<file path="src/rtl/prbs5_lol_monitor.sv">
// prbs5_lol_monitor: counts errors inside fixed windows of WIN valid bits and
// requests loss of lock when LOL_THRESH errors land in one window.
// Ports:
//   clk, reset : clock, async active-high reset
//   restart    : clear window position and error tally (on entering lock)
//   sample     : a valid bit is being checked while locked
//   err        : that bit mismatched the local sequence
//   lol_c      : combinational request; this error completes the threshold
module prbs5_lol_monitor #(
  parameter int unsigned WIN        = 32,
  parameter int unsigned LOL_THRESH = 4
) (
  input  logic clk,
  input  logic reset,
  input  logic restart,
  input  logic sample,
  input  logic err,
  output logic lol_c
);

  localparam int unsigned WC_W = (WIN > 1) ? $clog2(WIN) : 1;
  localparam int unsigned WE_W = $clog2(LOL_THRESH + 1);

  logic [WC_W-1:0] win_cnt;
  logic [WE_W-1:0] win_err;
  logic            wrap_c;

  assign wrap_c = (win_cnt == WC_W'(WIN - 1));
  // The current error is counted before any wrap, so the last bit of a window
  // still belongs to that window.
  assign lol_c  = sample && err && (win_err == WE_W'(LOL_THRESH - 1));

  // Window position and per-window error tally.
  always_ff @(posedge clk or posedge reset) begin
    if (reset) begin
      win_cnt <= '0;
      win_err <= '0;
    end else if (restart) begin
      win_cnt <= '0;
      win_err <= '0;
    end else if (sample) begin
      if (wrap_c) begin
        win_cnt <= '0;
        win_err <= '0;
      end else begin
        win_cnt <= win_cnt + WC_W'(1);
        win_err <= win_err + WE_W'(err);
      end
    end
  end

endmodule

</file>
<file path="config.mk">
export PLATFORM = sky130hd
export DESIGN_NAME = prbs5_lol_monitor
export DESIGN_NICKNAME = d
export VERILOG_FILES = /design/src/rtl/prbs5_lol_monitor.sv
export SDC_FILE = /design/constraint.sdc
export NUM_CORES = 1
export LEC_CHECK = 0
export CORE_AREA = 2 2 39 41
export CTS_BUF_LIST = sky130_fd_sc_hd__clkbuf_8 sky130_fd_sc_hd__clkbuf_16
export DETAILED_ROUTE_END_ITERATION = 8
export DIE_AREA = 0 0 41 43
export SLEW_MARGIN = 20
export SYNTH_ARGS = -nofsm -noshare
export SYNTH_HDL_FRONTEND = slang
export SYNTH_SLANG_ARGS = --single-unit
</file>
<file path="constraint.sdc">
create_clock -name clk -period 2.3 [get_ports clk]
set_clock_uncertainty 0.1 [all_clocks]
set_input_delay 0.575 -clock clk [delete_from_list [all_inputs] [get_ports clk]]
set_output_delay 0.575 -clock clk [all_outputs]
set_load 0.005 [all_outputs]
</file>
==> impl_results.md, run 1 <==
- Startpoint Class: primary input
- Yosys reg bits: 8
- CTS root buf: clkbuf_8
- Final Hold Fails: 0
- Synth Area per Inst: 9.76 µm²
- Placed Instances: 65
- Num Clock Sinks: 8
- Nets: 63
- Filler cells: 142
- Gr ovfl total: 0
- CP Class: primary input to output pin
- Count of final setup violators: 0
- Finished Layout Cells: 68
- DRC viols: 0
- # rows: 14
- Leakage: 0.269 nW
- Vias in the first global route: 335
- Gate Count Post-Synth: 45
- I/O Pins: 6
- Register area share after synthesis: 45.6%
- Final Max Slew Viols: 0
- Worst Setup End Kind: output pin
- Setup bufs post-CTS: 0
- Pwr/cell area: 635 nW/µm²
- RSZ-0062 raised after global routing: false
- Post-synthesis cell type count: 18
- CTS Buf Count: 3
- Core ar.: 1380 µm²
- Worst Hold Slack: 0.432 ns
- DR pass1 iterations: 2
- # diodes: 0
- Slowest cell on crit path: clkdlybuf4s50_1
- Die area: 1760 µm²
- Die extent in x: 41 µm
- Total GRT Usage: 12.4%
- Bufs and invs on worst path: 2
- Crit path arrival time: 1.50 ns
- Maximum fanout along the worst path: 2
- Peak VDD IR: 0.226 mV
- CP cell instances: clkdlybuf4s50_1 > nand2_1 > nor4bb_1 > buf_2
- CTS H-tree lvls: 1
- WL/cell: 12.3 µm
- Via density: 5.10
- Clock Latency Late Sink: 0.23 ns
- Place WS: -0.301 ns
- Maximum clock path buffer count: 2
- Outcome: complete, no violations
- Die Ht: 43 µm
- CTS tree: built
- Crit path required time: 1.62 ns
- First-pass GRT wire length: 1440 µm
- Mapped Area: 439 µm²
- CP max stage delay: 0.48 ns
- Detail Route Antenna Nets: 0
- Initial DRC Count: 5
- Min Tclk post-route: 2.18 ns
- Worst-path clk slew: 0.04 ns
- Layout cells sized above 1: 11.5%
- Placer Congestion: 0.667
- Highest Clock Rate: 0.459 GHz
- Worst hold path class: register to register
- Initial Util: 31.7%
- Final setup margin: 0.121 ns
- Slew at the pin closest to its max-slew limit: 0.313 ns
- Max cap viols: 0
- Post-DP HPWL: 603 µm
- Via count: 347
- Largest net degree at the start of global routing: 11
- CP delay by family, top: buffers and inverters
- Area Overhead vs Synth: 24.5%
- I/O Buffers: 5
- WL final: 836 µm
- Initial antenna violation count: 0
- Max_slew headroom: 79.1%
- Period Utilization, post-route: 94.7%
- Warnings from Yosys: 0
- Syn nets: 54
[Yosys cell counts]
library cell  instances  share of area [%]
nand3b_1              2                3.4
inv_2                 1               0.85
a31oi_1               1                1.4
inv_1                 1               0.85
buf_1                 1               0.85
or4_1                 1                1.7
buf_2                 1                1.1
nand3_1               1                1.1
ha_1                  4                 11
mux2i_1               2                4.6
nor4bb_1              3                6.8
nor3b_1               1                1.7
o21ai_0               3                3.4
dfrtp_1               8                 46
nor2_1                5                4.3
a21oi_1               6                6.8
nand2_1               3                2.6
and3_1                1                1.4
[what timing repair did]
action / CTS / global route
hold buffers: 0 / 0
pin swaps: 0 / 1
gates resized for setup: 3 / 2
setup endpoints to repair: 1 / 1
[worst reg2reg max path, delay by kind of cell, from the launching register on]
family	cells	cell delay, ns
AND/OR/NAND/NOR	2	0.71
adder cells (fa/ha/maj)	2	0.51
flip-flops	1	0.41
AO/OA/AOI/OAI	1	0.13
[power by group]
group | switching, mW | internal, mW
registers | 0.00438 | 0.146
clock network | 0.0528 | 0.113
logic | 0.0154 | 0.0154
total | 0.0726 | 0.275
[layer usage]
metal	global-route usage [%]	wire (µm)	vias up
li1	-	-	178
met1	16.1	392	165
met2	17.5	413	4
met3	3.14	30	0
met4	8.00	0	0
met5	0	0	-
[kinds of logic after synthesis]
| logic type | Yosys count | synth area share [%] |
|---|---|---|
| AND/OR/NAND/NOR | 17 | 23.1 |
| buffers and inverters | 4 | 3.70 |
| multiplexers | 2 | 4.56 |
| flip-flops | 8 | 45.6 |
| AO/OA/AOI/OAI | 10 | 11.7 |
| adder cells (fa/ha/maj) | 4 | 11.4 |
[through the flow]
step | total power, mW | util [%] | cell area, µm² | TNS, ns
2_1_floorplan | 0.171 | - | 439 | 0
3_3_place_gp | 0.183 | 36.7 | 508 | -0.266
3_5_place_dp | 0.184 | 36.7 | 508 | -0.301
4_1_cts | 0.357 | 39.8 | 551 | 0
5_1_grt | 0.369 | 39.5 | 547 | 0
6_report | 0.347 | 39.5 | 547 | 0
[worst paths after layout]
check                                 from    endpoint  slack [ns]  cells past startpoint
worst max-delay path                   err       lol_c        0.12                      4
worst min-delay path            win_cnt[4]  win_cnt[4]        0.43                      2
worst max register to register  win_cnt[0]  win_cnt[3]        0.36                      5
worst min register to register  win_cnt[4]  win_cnt[4]        0.43                      2
max in group asynchronous            reset  win_cnt[0]        1.36                      2
min in group asynchronous            reset  win_err[2]        0.50                      2
[sequential cells by signal (all words and copies together) (netlist names)]
signal,cells
win_cnt,5
win_err,3
[layout by cell type (no fill, tap or decap), drive strengths merged]
cell type,count
nor3b,1
clkbuf,3
clkdlybuf4s50,3
nor4bb,3
mux2i,2
a31oi,1
buf,2
a21oi,6
inv,2
dlymetal6s2s,1
and3,1
ha,4
o21ai,3
nand2,3
nand3,1
or4,1
dfrtp,8
nand3b,2
nor2,5
[final cells by class]
type                            instances  area [µm²]  share of cell area [%]
Timing Repair Buffer                    6        55.1                    10.1
Sequential cell                         8         200                    36.6
Inverter                                2        7.51                    1.37
Tap cell                               16        20.0                    3.66
Clock buffer                            3        41.3                    7.55
Multi-Input combinational cell         33         223                    40.7
Note: power is estimated with default switching activity, not from simulation.
==> run 2: changes to the inputs <==
MAX_ROUTING_LAYER = met4   (was not set)
==> results of run 2 <==
Final layout, timing and power as in run 1 (identical DEF).
Among the figures that moved: final weighted congestion in routability-driven placement 0.667 -> 0.674; overall routing resource usage 12.4% -> 12.7%
